===== src/rtl/fir_pkg.sv =====
// fir_pkg: shared defaults, feeder state encoding and sample type for the
// FIR front end.
package fir_pkg;

    localparam int unsigned DEF_DATA_W    = 8;
    localparam int unsigned DEF_DEPTH     = 8;
    localparam int unsigned DEF_FRAME_LEN = 20;  // 80 taps / 4 per cycle

    typedef enum logic [1:0] {
        IDLE  = 2'd0,
        RUN   = 2'd1,
        DRAIN = 2'd2
    } feeder_state_t;

    typedef logic signed [DEF_DATA_W-1:0] sample_t;

endpackage


===== src/rtl/fir_sample_feeder_fifo.sv =====
// sample_fifo: synchronous FIFO with registered full/empty flags and a level
// output. Reads are taken from the registered head, so a word written on an
// edge becomes visible no earlier than the following cycle.
module sample_fifo #(
    parameter int unsigned DATA_W = 8,
    parameter int unsigned DEPTH  = 8
) (
    input  logic                    clk,
    input  logic                    rst_n,
    input  logic [DATA_W-1:0]       wr_data,
    input  logic                    wr_en,
    input  logic                    rd_en,
    output logic [DATA_W-1:0]       rd_data,
    output logic                    full,
    output logic                    empty,
    output logic [$clog2(DEPTH):0]  level
);

    localparam int unsigned  AW       = $clog2(DEPTH);
    localparam logic [AW-1:0] PTR_ONE  = AW'(1);
    localparam logic [AW:0]   LVL_ONE  = (AW+1)'(1);
    localparam logic [AW:0]   FULL_LVL = (AW+1)'(DEPTH);

    logic [DATA_W-1:0] mem [DEPTH];
    logic [AW-1:0]     wr_ptr;
    logic [AW-1:0]     rd_ptr;
    logic              do_wr;
    logic              do_rd;
    logic [AW:0]       level_nxt;

    assign do_wr   = wr_en && !full;
    assign do_rd   = rd_en && !empty;
    assign rd_data = mem[rd_ptr];

    // Next occupancy: +1 on write, -1 on read, unchanged when both or neither.
    always_comb begin
        level_nxt = level;
        if (do_wr && !do_rd) begin
            level_nxt = level + LVL_ONE;
        end else if (!do_wr && do_rd) begin
            level_nxt = level - LVL_ONE;
        end
    end

    // Storage array; contents need no reset since the flags guard reads.
    always_ff @(posedge clk) begin
        if (do_wr) begin
            mem[wr_ptr] <= wr_data;
        end
    end

    // Pointers, level and registered full/empty flags.
    always_ff @(posedge clk or negedge rst_n) begin
        if (!rst_n) begin
            wr_ptr <= '0;
            rd_ptr <= '0;
            level  <= '0;
            full   <= 1'b0;
            empty  <= 1'b1;
        end else begin
            if (do_wr) begin
                wr_ptr <= wr_ptr + PTR_ONE;
            end
            if (do_rd) begin
                rd_ptr <= rd_ptr + PTR_ONE;
            end
            level <= level_nxt;
            full  <= (level_nxt == FULL_LVL);
            empty <= (level_nxt == '0);
        end
    end

endmodule


===== src/rtl/fir_sample_feeder.sv =====
// fir_sample_feeder: buffers incoming samples and presents one sample per
// FRAME_LEN-cycle filter frame on fir_sig/fir_ready, aligned so that each new
// sample arrives on the filter's shift edge.
// Build option: define FEEDER_HOLD_LAST_EN to repeat the previous sample on
// underrun instead of inserting zero (the underrun flag is set either way).
module fir_sample_feeder
    import fir_pkg::*;
#(
    parameter int unsigned DATA_W    = DEF_DATA_W,
    parameter int unsigned DEPTH     = DEF_DEPTH,
    parameter int unsigned FRAME_LEN = DEF_FRAME_LEN
) (
    input  logic                      clk,
    input  logic                      rst_n,
    input  logic                      enable,
    input  logic signed [DATA_W-1:0]  s_data,
    input  logic                      s_valid,
    output logic                      s_ready,
    output logic signed [DATA_W-1:0]  fir_sig,
    output logic                      fir_ready,
    output logic                      frame_end,
    output logic                      underrun,
    input  logic                      clr_underrun,
    output logic [$clog2(DEPTH):0]    fifo_level
);

    localparam int unsigned       CNT_W    = (FRAME_LEN > 1) ? $clog2(FRAME_LEN) : 1;
    localparam logic [CNT_W-1:0]  CNT_LAST = CNT_W'(FRAME_LEN - 1);
    localparam logic [CNT_W-1:0]  CNT_ONE  = CNT_W'(1);

    feeder_state_t      state;
    logic [CNT_W-1:0]   cnt;
    logic               frame_last;
    logic               fifo_full;
    logic               fifo_empty;
    logic               fifo_pop;
    logic               underrun_set;
    logic [DATA_W-1:0]  fifo_head;

    assign s_ready      = !fifo_full;
    assign frame_last   = (state == RUN) && (cnt == CNT_LAST);
    assign underrun_set = frame_last && enable && fifo_empty;

    sample_fifo #(
        .DATA_W (DATA_W),
        .DEPTH  (DEPTH)
    ) u_fifo (
        .clk     (clk),
        .rst_n   (rst_n),
        .wr_data (s_data),
        .wr_en   (s_valid),
        .rd_en   (fifo_pop),
        .rd_data (fifo_head),
        .full    (fifo_full),
        .empty   (fifo_empty),
        .level   (fifo_level)
    );

    // Pop the head when starting from IDLE or on a frame-end edge while enabled.
    always_comb begin
        fifo_pop = 1'b0;
        if (enable && !fifo_empty && ((state == IDLE) || frame_last)) begin
            fifo_pop = 1'b1;
        end
    end

    // Frame sequencing: start, per-frame reload, underrun fill and drain.
    always_ff @(posedge clk or negedge rst_n) begin
        if (!rst_n) begin
            state     <= IDLE;
            cnt       <= '0;
            fir_sig   <= '0;
            fir_ready <= 1'b0;
            frame_end <= 1'b0;
        end else begin
            frame_end <= 1'b0;
            case (state)
                IDLE: begin
                    cnt <= '0;
                    if (enable && !fifo_empty) begin
                        state     <= RUN;
                        fir_sig   <= fifo_head;
                        fir_ready <= 1'b1;
                    end else begin
                        fir_sig   <= '0;
                        fir_ready <= 1'b0;
                    end
                end
                RUN: begin
                    if (frame_last) begin
                        cnt       <= '0;
                        frame_end <= 1'b1;
                        if (!enable) begin
                            state     <= DRAIN;
                            fir_sig   <= '0;
                            fir_ready <= 1'b0;
                        end else if (!fifo_empty) begin
                            fir_sig <= fifo_head;
                        end else begin
`ifdef FEEDER_HOLD_LAST_EN
                            fir_sig <= fir_sig;
`else
                            fir_sig <= '0;
`endif
                        end
                    end else begin
                        cnt <= cnt + CNT_ONE;
                    end
                end
                DRAIN: begin
                    state     <= IDLE;
                    cnt       <= '0;
                    fir_sig   <= '0;
                    fir_ready <= 1'b0;
                end
                default: begin
                    state     <= IDLE;
                    cnt       <= '0;
                    fir_sig   <= '0;
                    fir_ready <= 1'b0;
                end
            endcase
        end
    end

    // Sticky underrun flag; a new underrun wins over a same-cycle clear.
    always_ff @(posedge clk or negedge rst_n) begin
        if (!rst_n) begin
            underrun <= 1'b0;
        end else if (underrun_set) begin
            underrun <= 1'b1;
        end else if (clr_underrun) begin
            underrun <= 1'b0;
        end
    end

endmodule


===== config.mk =====
export PLATFORM = sky130hd
export DESIGN_NAME = fir_sample_feeder
export DESIGN_NICKNAME = d
export VERILOG_FILES = /design/src/rtl/fir_pkg.sv /design/src/rtl/fir_sample_feeder_fifo.sv /design/src/rtl/fir_sample_feeder.sv
export SDC_FILE = /design/constraint.sdc
export NUM_CORES = 1
export LEC_CHECK = 0
export BUFFER_PORTS_ARGS = -buffer_cell sky130_fd_sc_hd__clkbuf_2
export CAP_MARGIN = 20
export CORE_ASPECT_RATIO = 0.7
export CORE_MARGIN = 2
export CORE_UTILIZATION = 50
export DETAILED_ROUTE_END_ITERATION = 12
export HOLD_SLACK_MARGIN = 0.15
export PLACE_DENSITY = 0.72
export SKIP_CTS_REPAIR_TIMING = 1
export SYNTH_ARGS = -nofsm -noshare
export SYNTH_HDL_FRONTEND = slang
export SYNTH_SLANG_ARGS = --single-unit

===== constraint.sdc =====
create_clock -name clk -period 2.2 [get_ports clk]
set_input_delay 0.33 -clock clk [delete_from_list [all_inputs] [get_ports clk]]
set_output_delay 0.33 -clock clk [all_outputs]
set_load 0.01 [all_outputs]

### After elaboration in Yosys (flattened, before gate mapping)

Memory sizes are Yosys's and may differ from the RTL's.
Index checks and enable logic that the tools add are counted.

| cells by class | value |
|---|---|
| add/subtract/negate cells | 5 |
| equality and inequality tests | 6 |
| muxes and demuxes | 24 |
| reduce and logical (&&, ||, !) cells | 19 |

Operator list:

| cell | number |
|---|---|
| two-way mux 8 bit | 4 |
| one-hot mux 8 bit (2 select lines) | 1 |
| two-way mux 1 bit | 10 |
| two-way mux 5 bit | 2 |
| logical AND 1 bit | 9 |
| two-way mux 4 bit | 2 |
| adder 3 x 1 -> 3 bit, second input constant | 2 |
| two-way mux 2 bit | 3 |
| adder 5 x 1 -> 5 bit, second input constant | 1 |
| == test 5 bit, second input constant | 1 |
| adder 4 x 1 -> 4 bit, second input constant | 1 |
| == test 4 bit, second input constant | 1 |
| logical NOT 1 bit | 4 |
| logical NOT 4 bit | 1 |
| inequality test 2 bit, second input constant | 2 |
| one-hot mux 2 bit (2 select lines) | 1 |
| subtractor 4 x 1 -> 4 bit, second input constant | 1 |
| AND reduction 3 bit | 1 |
| == test 2 x 1 -> 1 bit, second input constant | 1 |
| logical NOT 2 bit | 1 |
| inequality test 2 x 1 -> 1 bit, second input constant | 1 |
| one-hot mux 1 bit (2 select lines) | 1 |
| AND reduction 2 bit | 1 |
| nonzero test 2 bit | 1 |
| logical OR 1 bit | 1 |

| word-level totals | value |
|---|---|
| register bits | 30 |
| memory bits (writable) | 64 |
| bits of input ports | 13 |
| memories kept | 1 |

Memory list:

| memory | depth | width | rd ports | clocked after Yosys merged registers in | write ports | RTL line | RTL |
|---|---|---|---|---|---|---|---|
| u_fifo.mem | 8 | 8 | 1 | 0 | 1 | fir_sample_feeder_fifo.sv:24 | `logic [DATA_W-1:0] mem [DEPTH];` |

### Depth between registers and ports, before layout

Gate-level depths: netlist of run 1.

| logic depth | value |
|---|---|
| word-level depth | 10 |
| depth in mapped cells | 7 |
| gate-level depth less buffers | 7 |

### Modules after synthesis

From an unflattened synthesis of run 1, not the netlist that was laid out.

| second synthesis, totals | value |
|---|---|
| cells, all modules | 250 |
| area, all modules | 3,962.6 um2 |

By module, submodules not included:

| module | instances | cells an instance | area an instance (um2) | sequential area each (um2) |
|---|---|---|---|---|
| sample_fifo | 1 | 173 | 3,121.7 | 2,223.4 |
| fir_sample_feeder | 1 | 77 | 840.8 | 450.4 |

### Least setup slack after synthesis of run 1

No wires, ideal clock.

| path | value |
|---|---|
| kind | flip-flop to flip-flop |
| from | register u_fifo.full |
| to | memory u_fifo.mem[0][0], enable pin |
| arrival | 1.530 ns |
| data required time | 1.805 ns |
| path slack | 0.276 ns |
| stages on the path, launching flop included | 4 |
| path buffers | 1 |
| period minus slack after synthesis | 1.924 ns |
| path through | dfrtp_1 > nand2b_1 > clkbuf_1 > nor4_1 |

| between the ends | value |
|---|---|
| cells in the longest elaborated chain, start to end | 4 |

Ends and longest elaborated chain:

| what | RTL line | RTL |
|---|---|---|
| start, declared | fir_sample_feeder_fifo.sv:14 | `output logic full,` |
| start signal, assigned | fir_sample_feeder_fifo.sv:68 | `full <= (level_nxt == FULL_LVL);` |
| logical NOT 1 bit | fir_sample_feeder_fifo.sv:31 | `assign do_wr = wr_en && !full;` |
| logical AND 1 bit | fir_sample_feeder_fifo.sv:31 |  |
| two-way mux 1 bit | fir_sample_feeder_fifo.sv:47 | `if (do_wr) begin` |
| two-way mux 1 bit (implied by the code) | fir_sample_feeder_fifo.sv:48 | `mem[wr_ptr] <= wr_data;` |
| end, declared | fir_sample_feeder_fifo.sv:24 |  |

Every way passes these cells.

### Worst setup path in the final report of run 1

| path | value |
|---|---|
| from | register cnt[0] |
| to | register u_fifo.empty |

| between the ends | value |
|---|---|
| cells in the longest elaborated chain, start to end | 10 |

Ends and longest elaborated chain:

| what | RTL line | RTL |
|---|---|---|
| start, declared | fir_sample_feeder.sv:32 | `logic [CNT_W-1:0] cnt;` |
| start signal, assigned | fir_sample_feeder.sv:107 | `cnt <= cnt + CNT_ONE;` |
| == test 5 bit * | fir_sample_feeder.sv:41 | `assign frame_last = (state == RUN) && (cnt == CNT_LAST);` |
| logical AND 1 bit * | fir_sample_feeder.sv:41 |  |
| logical OR 1 bit * | fir_sample_feeder.sv:62 | `if (enable && !fifo_empty && ((state == IDLE) \|\| frame_last)) begin` |
| logical AND 1 bit * | fir_sample_feeder.sv:62 |  |
| two-way mux 1 bit * | fir_sample_feeder.sv:62 |  |
| logical AND 1 bit * | fir_sample_feeder_fifo.sv:32 | `assign do_rd = rd_en && !empty;` |
| logical AND 1 bit or logical NOT 1 bit (tied branches) | fir_sample_feeder_fifo.sv:40, fir_sample_feeder_fifo.sv:38 |  |
| two-way mux 4 bit or logical AND 1 bit (tied branches) | fir_sample_feeder_fifo.sv:40, fir_sample_feeder_fifo.sv:38 |  |
| two-way mux 4 bit * | fir_sample_feeder_fifo.sv:38 | `if (do_wr && !do_rd) begin` |
| via u_fifo.level_nxt[3] | fir_sample_feeder_fifo.sv:29 | `logic [AW:0] level_nxt;` |
| logical NOT 4 bit * | fir_sample_feeder_fifo.sv:69 | `empty <= (level_nxt == '0);` |
| end signal, assigned | fir_sample_feeder_fifo.sv:69 |  |
| end, declared | fir_sample_feeder_fifo.sv:15 | `output logic empty,` |

Mark *: on every way through the listed nets, which the timed path passes. The rest lies on a longest branch.
A chain may end at the register's enable or synchronous reset.

==> results.toml, run 1 <==
[detailed_routing]
ant_nets = 0
finalWirelength_um = 6798
drcViolationCount = 0
drt_iter0_drc = 134
dr.pass1.iters = 4
wl_per_cell_um = 17.98
vias_per_cell = 5.341
dr_total_vias = 2019

[timing]
tns_ns = 0
fmax_mhz = 538.1
slew_violations = 0
clock_skew_ns = 0.006729
max_slew_margin = 0.4842
post-route-period-util = 0.8447
finalCriticalPeriod_ns = 1.858
whs_ns = 0.2085
setup_viol = 0
hold_viol = 0
tightest_slew_ns = 0.7737
rsz0062_at_grt = "no"

[layout]
area_growth_pct = 13.70
diodes = 0
fin_area_sq_um = 4339
drive_gt1_frac = 0.2821
final_cell_count_no_fill = 378
fin_nets = 293

[synthesis]
postSynthAreaPerCell_sq_um = 16.52
synth_cells = 231
synth-edff-count = 64
ys_seq_elements = 94
syn_nets = 249
ys_types = 36
synthFlopType = "edfxtp_1"
seq_area_frac_synth = 0.7007
syn_area_sq_um = 3816
yosys_warnings = 0
async_reset_ff_frac = 0.3191

[status]
status = "completed"

[clock_tree]
clk_pin_slew_ns = 0.08
clk_path_buf_depth = 2
clkSinkCount = 94
clock_latency_ns = 0.35
cts_tree = "done"
cts-root-buf = "clkbuf_8"
htree_levels = 3
numCtsBuffers = 9

[worst_setup_path]
r2r_start = "cnt[0]"
cp-startpoint = "cnt[0]"
crit_type = "reg2reg"
path_max_fanout = 4
worstPathRequired_ns = 2.46
cp-start-kind = "register"
worst_r2r_path_depth = 7
r2r-end = "u_fifo.empty"
worst-r2r-setup-slack_ns = 0.34
cp.arrival_ns = 2.12
crit_path_end_kind = "register"
cp-endpoint = "u_fifo.empty"

[floorplan]
core_area_sq_um = 7352
die_w_um = 108.4
initial_utilization = 0.5191
num_rows = 26
io_pins = 29
die_y_um = 77.10
fp.dieArea_sq_um = 8359

[placed_design]
place_hpwl_um = 4511
dpl.cell_count = 361
io_buffers = 28
routabilityCongestion = 0.8029
postPlaceCellArea_sq_um = 4139

[power_and_ir_drop]
power_density_nw_per_um2 = 1231
leakagePower_nw = 1.639
fin_total_pwr_mw = 5.340
vdd_drop_max_mv = 0.5062

[global_route]
use_met1 = 0.2649
grt_antenna_before_repair = 0
gr-usage-met3 = 0.05952
busiest_layer = "met2"
overflow = 0
grt_max_degree = 31
grt_pass1_wl_um = 10940
grt_use_total = 0.1810
grt_util_met2 = 0.2713
grt_pass1_vias = 2040

[min_path]
min_path_type = "in2reg"

[job]
maxCapViolations = 0
[registers in the layout, indices dropped and copies added (netlist names), 2 cells and up]
signal and cells:
u_fifo.mem 64, fir_sig 8, cnt 5, u_fifo.level 4
u_fifo.rd_ptr 3, u_fifo.wr_ptr 3, state 2
[layout by cell type (no fill, tap or decap), types with 4 or more instances in the layout]
cell type,n
xnor2_1,9
nor2_1,13
clkbuf_8,9
dfrtp_1,29
nand2b_1,4
nor3_1,7
edfxtp_1,64
buf_4,12
inv_1,7
ha_1,5
nand2_1,23
clkbuf_2,28
mux4_2,16
mux2i_1,9
o21ai_0,13
[per-layer routing]
layer	share of wire	wire length, um	vias up
met1	0.48	3260	1022
met2	0.47	3188	49
met4	0.0028	19	0
met5	0	0	-
met3	0.049	330	2
li1	-	-	946
[cells in the mapped netlist, drive strengths merged, types with 2 or more instances]
| cell | number | share of area |
|---|---|---|
| a21oi | 2 | 0.0026 |
| buf | 3 | 0.0043 |
| clkbuf | 5 | 0.0052 |
| dfrtp | 29 | 0.19 |
| edfxtp | 64 | 0.50 |
| ha | 5 | 0.016 |
| inv | 7 | 0.0069 |
| mux2i | 9 | 0.024 |
| mux4 | 16 | 0.094 |
| nand2 | 23 | 0.023 |
| nand2b | 4 | 0.0066 |
| nand3 | 2 | 0.0026 |
| nand3b | 2 | 0.0039 |
| nor2 | 13 | 0.013 |
| nor3 | 7 | 0.0092 |
| nor4 | 2 | 0.0033 |
| o21ai | 14 | 0.019 |
| xnor2 | 9 | 0.021 |
| xor2 | 2 | 0.0046 |
[cell type report]
type,instances,area (sq um)
Timing Repair Buffer,41,240.2
Clock buffer,11,131.4
Multi-Input combinational cell,122,1086
Tap cell,98,122.6
Clock inverter,5,58.81
Sequential cell,94,2674
Fill cell,581,3013
Inverter,7,26.28
[stage by stage]
stage               setup slack, ns  utilization
global placement             0.4479       0.5630
CTS                          0.3305       0.5888
floorplan                    0.2759            -
finish                       0.3417       0.5902
detailed placement           0.3581       0.5630
global route                 0.1787       0.5902
[power by group]
group | internal, mW | switching (mW) | total, mW
clock | 0.529 | 0.574 | 1.10
combinational | 0.799 | 0.851 | 1.65
sequential | 2.31 | 0.275 | 2.59
[worst min path at each step]
stage / end / startpoint / cells past startpoint
global placement: cnt[0] / cnt[0] / 1
CTS: fir_sig[7] / rst_n / 1
finish: state[1] / enable / 2
detailed placement: fir_sig[2] / rst_n / 1
floorplan: cnt[0] / rst_n / 0
global route: state[1] / enable / 2
[critical path: stages, from the launching register on]
cell and delay, ns:
dfrtp_1 0.41, ha_1 0.28, and4bb_4 0.25, o21ai_2 0.15, mux2i_1 0.24, xnor2_1 0.17, inv_1 0.08, nor3_1 0.20
[kinds of logic (layout without fill, tap and decap cells)]
logic type	Yosys count	after routing	share of synthesized area
fa+ha+maj	5	5	0.01639
buf+inv	15	64	0.01639
mux	25	25	0.1180
xor+xnor	11	11	0.02525
compound gates	21	21	0.03934
flops	94	94	0.7007
simple gates	60	60	0.08394
No activity file was read; power rests on OpenSTA's default activity.
==> inputs of run 2 (changes only) <==
--- a/config.mk
+++ b/config.mk
@@ -12,7 +12,7 @@
 export CORE_UTILIZATION = 50
 export DETAILED_ROUTE_END_ITERATION = 12
 export HOLD_SLACK_MARGIN = 0.15
-export PLACE_DENSITY = 0.72
+export PLACE_DENSITY = 0.75
 export SKIP_CTS_REPAIR_TIMING = 1
 export SYNTH_ARGS = -nofsm -noshare
 export SYNTH_HDL_FRONTEND = slang
==> constraint.sdc (replaced) <==
create_clock -name clk -period 1.7 [get_ports clk]
set_input_delay 0.255 -clock clk [delete_from_list [all_inputs] [get_ports clk]]
set_output_delay 0.255 -clock clk [all_outputs]
set_load 0.01 [all_outputs]
==> run 2 against run 1 <==
Cell area is 4.2% higher; combinational power is 52% higher; core utilization is 2.5 points higher; hold slack worse by 0.029 ns; sequential power is 30% higher; largest cell class unchanged; largest power group unchanged; highest routed layer unchanged.
==> results.toml, run 2 (synthesized netlist as in run 1, its figures left out) <==
[min_path]
whs_path_depth = 1
min_path_type = "in2reg"
holdCritStartpoint = "s_data[0]"
hold_end = "u_fifo.mem[7][0]"

[clock_tree]
numCtsBuffers = 9
clk_pin_slew_ns = 0.09
clock_latency_ns = 0.36
clkSinkCount = 94
htree_levels = 3
cts_tree = "done"
clk_path_buf_depth = 2
cts-root-buf = "clkbuf_8"

[detailed_routing]
dr.pass1.iters = 5
wl_per_cell_um = 17.76
dr_total_vias = 2139
drt_iter0_drc = 153
vias_per_cell = 5.429
finalWirelength_um = 6997
ant_nets = 0
drcViolationCount = 0

[timing]
max_slew_margin = 0.5034
finalCriticalPeriod_ns = 1.697
setup_viol = 0
tightest_slew_ns = 0.7449
fmax_mhz = 589.3
post-route-period-util = 0.9982
hold_viol = 0
rsz0062_at_grt = "yes"
slew_violations = 0
clock_skew_ns = 0.01106
tns_ns = 0
whs_ns = 0.1792

[floorplan]
die_y_um = 77.10
io_pins = 29
initial_utilization = 0.5191
die_w_um = 108.4
num_rows = 26
core_area_sq_um = 7352
fp.dieArea_sq_um = 8359

[global_route]
overflow = 0
grt_antenna_before_repair = 0
grt_use_total = 0.1750
grt_max_degree = 31
grt_pass1_wl_um = 10630
grt_pass1_vias = 1999

[power_and_ir_drop]
leakagePower_nw = 1.723
vdd_drop_max_mv = 0.8876
fin_total_pwr_mw = 7.186
power_density_nw_per_um2 = 1590

[layout]
mostFrequentLayoutCells = "64 x edfxtp_1, 28 x dfrtp_1, 28 x clkbuf_2, 24 x buf_4, 23 x nand2_1"
drive_gt1_frac = 0.3514
final_common_cell = "edfxtp_1"
fin_util = 0.6147
final_cell_count_no_fill = 394
area_growth_pct = 18.43
diodes = 0
fin_nets = 309
largest_register_ffs = 64
largest-register = "u_fifo.mem"
largestRegisters = "u_fifo.mem: 64 flops, fir_sig: 8 flops, cnt: 5 flops"

[worst_setup_path]
cp_slowest_cell = "dfrtp_1"
worstPathRequired_ns = 1.98
worst_r2r_path_depth = 7
crit_path_end_kind = "register"
r2r_start = "cnt[1]"
worst-r2r-setup-slack_ns = 0.003
cp-start-kind = "register"
r2r-end = "u_fifo.full"
path_max_fanout = 6
crit_type = "reg2reg"
cp.arrival_ns = 1.98
crit_path_cell_trace = "ha_2 -> buf_6 -> nand4bb_4 -> a21boi_4 -> a2bb2oi_2 -> xnor2_2 -> nor3_1"
cpPeakStageDelay_ns = 0.37

[status]
status = "completed"

[placed_design]
place_hpwl_um = 4639
dpl.cell_count = 368
routabilityCongestion = 0.7733
io_buffers = 28

[job]
maxCapViolations = 0
-- run 2: cell count changes in the layout (fill, tap and decap cells not counted), moves of 2 or more --
| cell | before | now |
|---|---|---|
| dlygate4sd3_1 | 1 | 3 |
| buf_4 | 12 | 24 |
| xnor2_1 | 9 | 7 |
| mux2i_1 | 9 | 7 |
| xnor2_2 | 0 | 2 |
| nor3_1 | 7 | 5 |
| nor3_2 | 0 | 2 |
| mux2i_2 | 0 | 2 |
| clkinv_4 | 0 | 2 |
-- run 2: metal layers --
metal / vias to the layer above / routed length (um) / track usage
li1: 993 / - / -
met1: 1086 / 3202 / 0.2599
met2: 58 / 3326 / 0.2525
met3: 2 / 449 / 0.06122
met4: 0 / 19 / 0.03462
met5: - / 0 / 0
-- run 2: critical path, delay by kind of cell, from the launching register on --
kind,cells,cell delay (ns)
buf+inv,1,0.11
simple gates,2,0.31
xor+xnor,1,0.12
flops,1,0.37
fa+ha+maj,1,0.20
compound gates,2,0.50
-- run 2: cell type report --
| type | instances | area [sq um] |
|---|---|---|
| inverter | 7 | 26.28 |
| clock buffer | 10 | 127.6 |
| fill | 570 | 2833 |
| tap | 98 | 122.6 |
| timing repair buffer | 57 | 381.6 |
| sequential | 94 | 2675 |
| clock inverter | 6 | 45.04 |
| multi-input combinational | 122 | 1141 |
-- run 2: worst max-delay path by stage --
stage,from,endpoint,cells after the start
after floorplan,u_fifo.full,u_fifo.mem[2][0],3
after global placement,cnt[0],u_fifo.full,6
after detailed placement,cnt[0],u_fifo.full,6
after CTS,cnt[0],u_fifo.full,6
after global routing,cnt[1],u_fifo.full,7
final,cnt[1],u_fifo.full,7
-- run 2: per-stage QoR --
step	cell area, sq um	setup WS [ns]
global route	4519	-0.06475
global placement	4209	0.05275
floorplan	3827	-0.04222
CTS	4382	-0.01318
detailed placement	4209	-0.009159
finish	4519	0.002981
-- run 2: power by group --
part           internal (mW)  leakage [nW]  switching, mW  total, mW
Sequential              2.99         0.952          0.373       3.37
Clock                  0.541        0.0872          0.781       1.32
Combinational           1.25         0.684           1.25       2.50
Total                   4.79          1.72           2.40       7.19
